## src/rtl/iccm_arbiter.sv

```systemverilog
// Two-port arbiter for the single-port ICCM: fetch (A, read-only) and loader (B, read/write).
// A-priority with a streak limit, BOOT hold for fetch, and one-cycle read-return routing.
module iccm_arbiter #(
  parameter int ADDR_WIDTH = 12,
  parameter int DATA_WIDTH = 32,
  parameter int MAX_STREAK = 4,
  parameter int BOOT_HOLD  = 1
) (
  input  logic                  clock,
  input  logic                  reset,
  input  logic                  boot_done,
  input  logic                  a_req,
  input  logic [ADDR_WIDTH-1:0] a_addr,
  output logic                  a_gnt,
  output logic                  a_rvalid,
  output logic [DATA_WIDTH-1:0] a_rdata,
  input  logic                  b_req,
  input  logic                  b_we,
  input  logic [ADDR_WIDTH-1:0] b_addr,
  input  logic [DATA_WIDTH-1:0] b_wdata,
  input  logic [3:0]            b_wmask,
  output logic                  b_gnt,
  output logic                  b_rvalid,
  output logic [DATA_WIDTH-1:0] b_rdata,
  output logic                  mem_req,
  output logic                  mem_we,
  output logic [ADDR_WIDTH-1:0] mem_addr,
  output logic [DATA_WIDTH-1:0] mem_wdata,
  output logic [3:0]            mem_wmask,
  input  logic [DATA_WIDTH-1:0] mem_rdata,
  input  logic                  mem_rvalid,
  output logic                  boot_state,
  output logic                  err
);

  typedef enum logic {ST_BOOT = 1'b0, ST_RUN = 1'b1} state_e;

  localparam logic [3:0] STREAK_MAX = 4'(MAX_STREAK);

  state_e     state_q;
  logic [3:0] streak_q, streak_d;
  logic       pend_q, pend_d;
  logic       owner_q, owner_d;
  logic       wack_q, wack_d;
  logic       err_q;
  logic       contested;
  logic       fwd;

  // Grants are suppressed while reset is held so nothing new enters flight.
  always_comb begin
    a_gnt     = 1'b0;
    b_gnt     = 1'b0;
    contested = a_req & b_req;
    if (!reset) begin
      if (state_q == ST_BOOT) begin
        b_gnt = b_req;
      end else if (contested) begin
        if (streak_q == STREAK_MAX) b_gnt = 1'b1;
        else                        a_gnt = 1'b1;
      end else begin
        a_gnt = a_req;
        b_gnt = b_req;
      end
    end
  end

  always_comb begin
    streak_d = 4'd0;
    if (a_gnt && contested) begin
      streak_d = (streak_q == STREAK_MAX) ? streak_q : streak_q + 4'd1;
    end
    pend_d  = a_gnt | (b_gnt & ~b_we);
    owner_d = b_gnt;
    wack_d  = b_gnt & b_we;
  end

  assign mem_req   = a_gnt | b_gnt;
  assign mem_we    = b_gnt & b_we;
  assign mem_addr  = b_gnt ? b_addr : a_addr;
  assign mem_wdata = b_gnt ? b_wdata : '0;
  assign mem_wmask = b_gnt ? b_wmask : 4'd0;

  always_ff @(posedge clock) begin
    if (reset) begin
      state_q  <= (BOOT_HOLD != 0) ? ST_BOOT : ST_RUN;
      streak_q <= 4'd0;
      pend_q   <= 1'b0;
      owner_q  <= 1'b0;
      wack_q   <= 1'b0;
      err_q    <= 1'b0;
    end else begin
      if (state_q == ST_BOOT && boot_done) state_q <= ST_RUN;
      streak_q <= streak_d;
      pend_q   <= pend_d;
      owner_q  <= owner_d;
      wack_q   <= wack_d;
      if (mem_rvalid && !pend_q) err_q <= 1'b1;
    end
  end

  // Read return: valid only for the owner of the read issued last cycle.
  assign fwd        = ~reset & pend_q & mem_rvalid;
  assign a_rvalid   = fwd & ~owner_q;
  assign a_rdata    = a_rvalid ? mem_rdata : '0;
  assign b_rvalid   = (fwd & owner_q) | (~reset & wack_q);
  assign b_rdata    = (fwd & owner_q) ? mem_rdata : '0;
  assign boot_state = (state_q == ST_BOOT);
  assign err        = err_q;

endmodule

```

## config.mk

```make
export PLATFORM = sky130hd
export DESIGN_NAME = iccm_arbiter
export DESIGN_NICKNAME = d
export VERILOG_FILES = /design/src/rtl/iccm_arbiter.sv
export SDC_FILE = /design/constraint.sdc
export NUM_CORES = 1
export LEC_CHECK = 0
export ABC_AREA = 1
export CORE_AREA = 2 2 85 87
export CTS_CLUSTER_DIAMETER = 120
export CTS_CLUSTER_SIZE = 10
export DETAILED_ROUTE_END_ITERATION = 6
export DIE_AREA = 0 0 87 89
export DONT_BUFFER_PORTS = 1
export RECOVER_POWER = 50
export SLEW_MARGIN = 5
export SYNTH_ARGS = -nofsm -noshare
export SYNTH_HDL_FRONTEND = slang
export SYNTH_SLANG_ARGS = --single-unit
```

## constraint.sdc

```tcl
create_clock -name clock -period 1.8 [get_ports clock]
set_clock_uncertainty 0.2 [all_clocks]
set_input_delay 0.36 -clock clock [delete_from_list [all_inputs] [get_ports clock]]
set_output_delay 0.36 -clock clock [all_outputs]
set_load 0.005 [all_outputs]
```

==> impl_metrics.tcl, run 1 <==
set metrics [dict create \
    startpoint_type "register" \
    path_class "register to output port" \
    ys_warn_count 0 \
    drtIter0Drc 37 \
    max-vdd-ir-drop_uv 218.7 \
    antenna_left 0 \
    grt_pass1_wl_um 6706 \
    maxCapViolCount 0 \
    setup_violations 51 \
    hp-start "boot_done" \
    antenna_found_initial 0 \
    slew_viol_final 0 \
    ys_types 19 \
    grt_pass1_vias 1358 \
    avgViaCountPerCell 4.672 \
    fin_crit_ns 1.976 \
    first_pass_iters 4 \
    core_area_um2 6719 \
    rrSetupSlack_ns 0.28 \
    synthCells 278 \
    place.gp.congestion 0.8296 \
    clk_latency_ns 0.24 \
    synthMuxAreaShare 0 \
    die_area_um2 7743 \
    vias 1738 \
    wl_per_cell_um 16.05 \
    synth_top_family_by_area "simple AND/OR/NAND/NOR gates" \
    design.portCount 219 \
    p_per_area_nw_per_um2 378.6 \
    synthSimpleGateAreaFrac 0.5658 \
    place_inst 362 \
    setup_ws_ns -0.1760 \
    final_cells 372 \
    min_path_type "primary input to register" \
    cts.sinks 9 \
    synthXorXnorAreaFrac 0.005902 \
    num_rows 30 \
    worstPathRequired_ns 1.24 \
    port_buffers 0 \
    root_buffer "clkbuf_8" \
    syn2layout_area_growth_pct 30.86 \
    final_nets 394 \
    worstSetupEndpointType "output port" \
    tightest_slew_ns 0.3611 \
    drc 0 \
    cts_tree "built" \
    grt_util_all_layers 0.1163 \
    yosys-top-cells-area "inv_1 21%, nor2_1 18%, nor2_2 12%" \
    syn_area_per_cell_um2 5.338 \
    crit_fanout 3 \
    status "complete, but fails checks" \
    rsz0062_at_grt "true" \
    reg2regPathDepth 8 \
    rr_startpoint "streak_q[1]" \
    hold_viol_final 0 \
    die_w_um 87 \
    fmax_mhz 506.1 \
    drt_wl_total_um 5972 \
    grt_max_degree 34 \
    syn-cell-area_um2 1484 \
    clockBufferDepth 2 \
    finalCritPeriodShare 1.098 \
    holdPathEnd "state_q" \
    power.leakage_uw 0.001128 \
    diodes 0 \
    arrival_ns 1.42 \
    die-height_um 89 \
    final_layout_size_suffix_gt1_frac 0.2842 \
    yosysTopAreaCell "inv_1" \
    h-tree-depth 1 \
    clk_pin_slew_ns 0.04 \
    min_delay_path_depth 2 \
    synth.top_cell.area_share 0.2099 \
    ys_seq_area_frac 0.1214 \
    syn-num-nets 379 \
    synth_compound_area_frac 0.01349 \
    max_slew_margin 0.7576 \
    globalRoute.totalOverflow 0 \
    violations "negative setup slack" \
    dp_hpwl_um 4795 \
    initial_core_util 0.2209 \
    numCtsBuffers 3 \
    r2r_end "wack_q" \
    timing.hold.ws_ns 0.04513 \
    synthAdderAreaFrac 0.01686 \
    ys_ff_latch 9 \
]
[area by class of cell]
cell class              instances  area (um^2)
fillers                       730         4777
multi-input cells             173         1010
inverters                      83        316.6
repair buffers                 23        286.5
flip-flops and latches          9        183.9
well taps                      80        100.1
clock buffers                   4        45.04
[cell usage after synthesis, drive strengths merged]
cell type / n
nor2: 110
inv: 83
nand2: 36
nand3: 16
buf: 13
dfxtp: 9
nand4: 3
a21oi: 2
ha: 2
o21ai: 2
nor3: 1
xnor2: 1
[report_power, final]
part | switching (uW) | leakage [uW] | internal, uW | total, uW
clock | 82.3 | 0.0000228 | 154 | 237
combinational | 180 | 0.00103 | 104 | 284
sequential | 5.58 | 0.0000752 | 209 | 214
total | 268 | 0.00113 | 467 | 735
[worst max path at each step]
stage / cells after the start / to / from
after floorplan: 7 / mem_wdata[17] / streak_q[0]
after global placement: 8 / mem_addr[11] / streak_q[0]
after detailed placement: 8 / mem_addr[11] / streak_q[0]
after CTS: 8 / mem_addr[5] / streak_q[1]
after global routing: 8 / mem_addr[9] / streak_q[0]
final: 6 / a_gnt / streak_q[1]
[layout by cell type (no fill, tap or decap), types with 4 or more instances in the layout]
cell type  instances
inv_1             80
nor2_1            70
nand2_1           27
nor2_4            23
nor2_2            17
nand3_1           15
buf_4             12
dfxtp_1            6
nand2_2            5
buf_12             4
[flip-flops by register name (all words and copies together) (netlist names)]
register and cells:
pend_q 1, state_q 1, err 1, wack_q 1, streak_q 4, owner_q 1
[through the flow]
stage / worst slack, ns / TNS, ns / cell area [um^2] / utilization / power [uW]
2_1_floorplan: 0.04590 / 0 / 1484 / - / 399.6
3_3_place_gp: -0.008987 / -0.01732 / 1650 / 0.2456 / 435.1
3_5_place_dp: -0.07038 / -0.3620 / 1650 / 0.2456 / 441.1
4_1_cts: -0.1459 / -5.619 / 1852 / 0.2756 / 715.7
5_1_grt: -0.2115 / -9.261 / 1942 / 0.2890 / 772.1
6_report: -0.1760 / -6.678 / 1942 / 0.2890 / 735.3
[per-layer routing]
metal  wire length [um]  share of wire  global-route usage
met1               1976           0.33              0.1012
met2               3476           0.58              0.2658
met3                481          0.081             0.01847
met4                 38         0.0064             0.02557
met5                  0              0                   0
[worst max-delay path: stages, from the launching register on]
cell and delay (ns):
dfxtp_2 0.31, inv_2 0.06, ha_4 0.15, nand3_4 0.10, buf_4 0.15, o21ai_1 0.30
inv_1 0.10
[cells by family (layout without fill, tap and decap cells)]
| kind of cell | Yosys count | after routing |
|---|---|---|
| buffers and inverters | 96 | 110 |
| AOI/OAI and AO/OA | 4 | 4 |
| DFF | 9 | 9 |
| and+or+nand+nor | 166 | 166 |
| adders and majority gates | 2 | 2 |
| xor gates and xnor gates | 1 | 1 |
[repair_timing]
action                                  CTS  global route
endpoints found under the setup margin   51            55
resized for setup                        23            19
buffers inserted                          1             1
endpoints found under the hold margin     1             0
pin swaps                                 2             0
cloned                                    2             1
hold buffers                              1             0
Power figures use the tool's default switching activity.
==> run 2, diff against run 1 <==
CTS_CLUSTER_DIAMETER = 80   (was 120)
==> results of run 2 <==
Final layout, timing and power as in run 1 (identical DEF).
==> run 3, diff against run 2 <==
RECOVER_POWER = 25   (was 50)
==> results of run 3 <==
Final layout, timing and power as in run 1 (identical DEF).
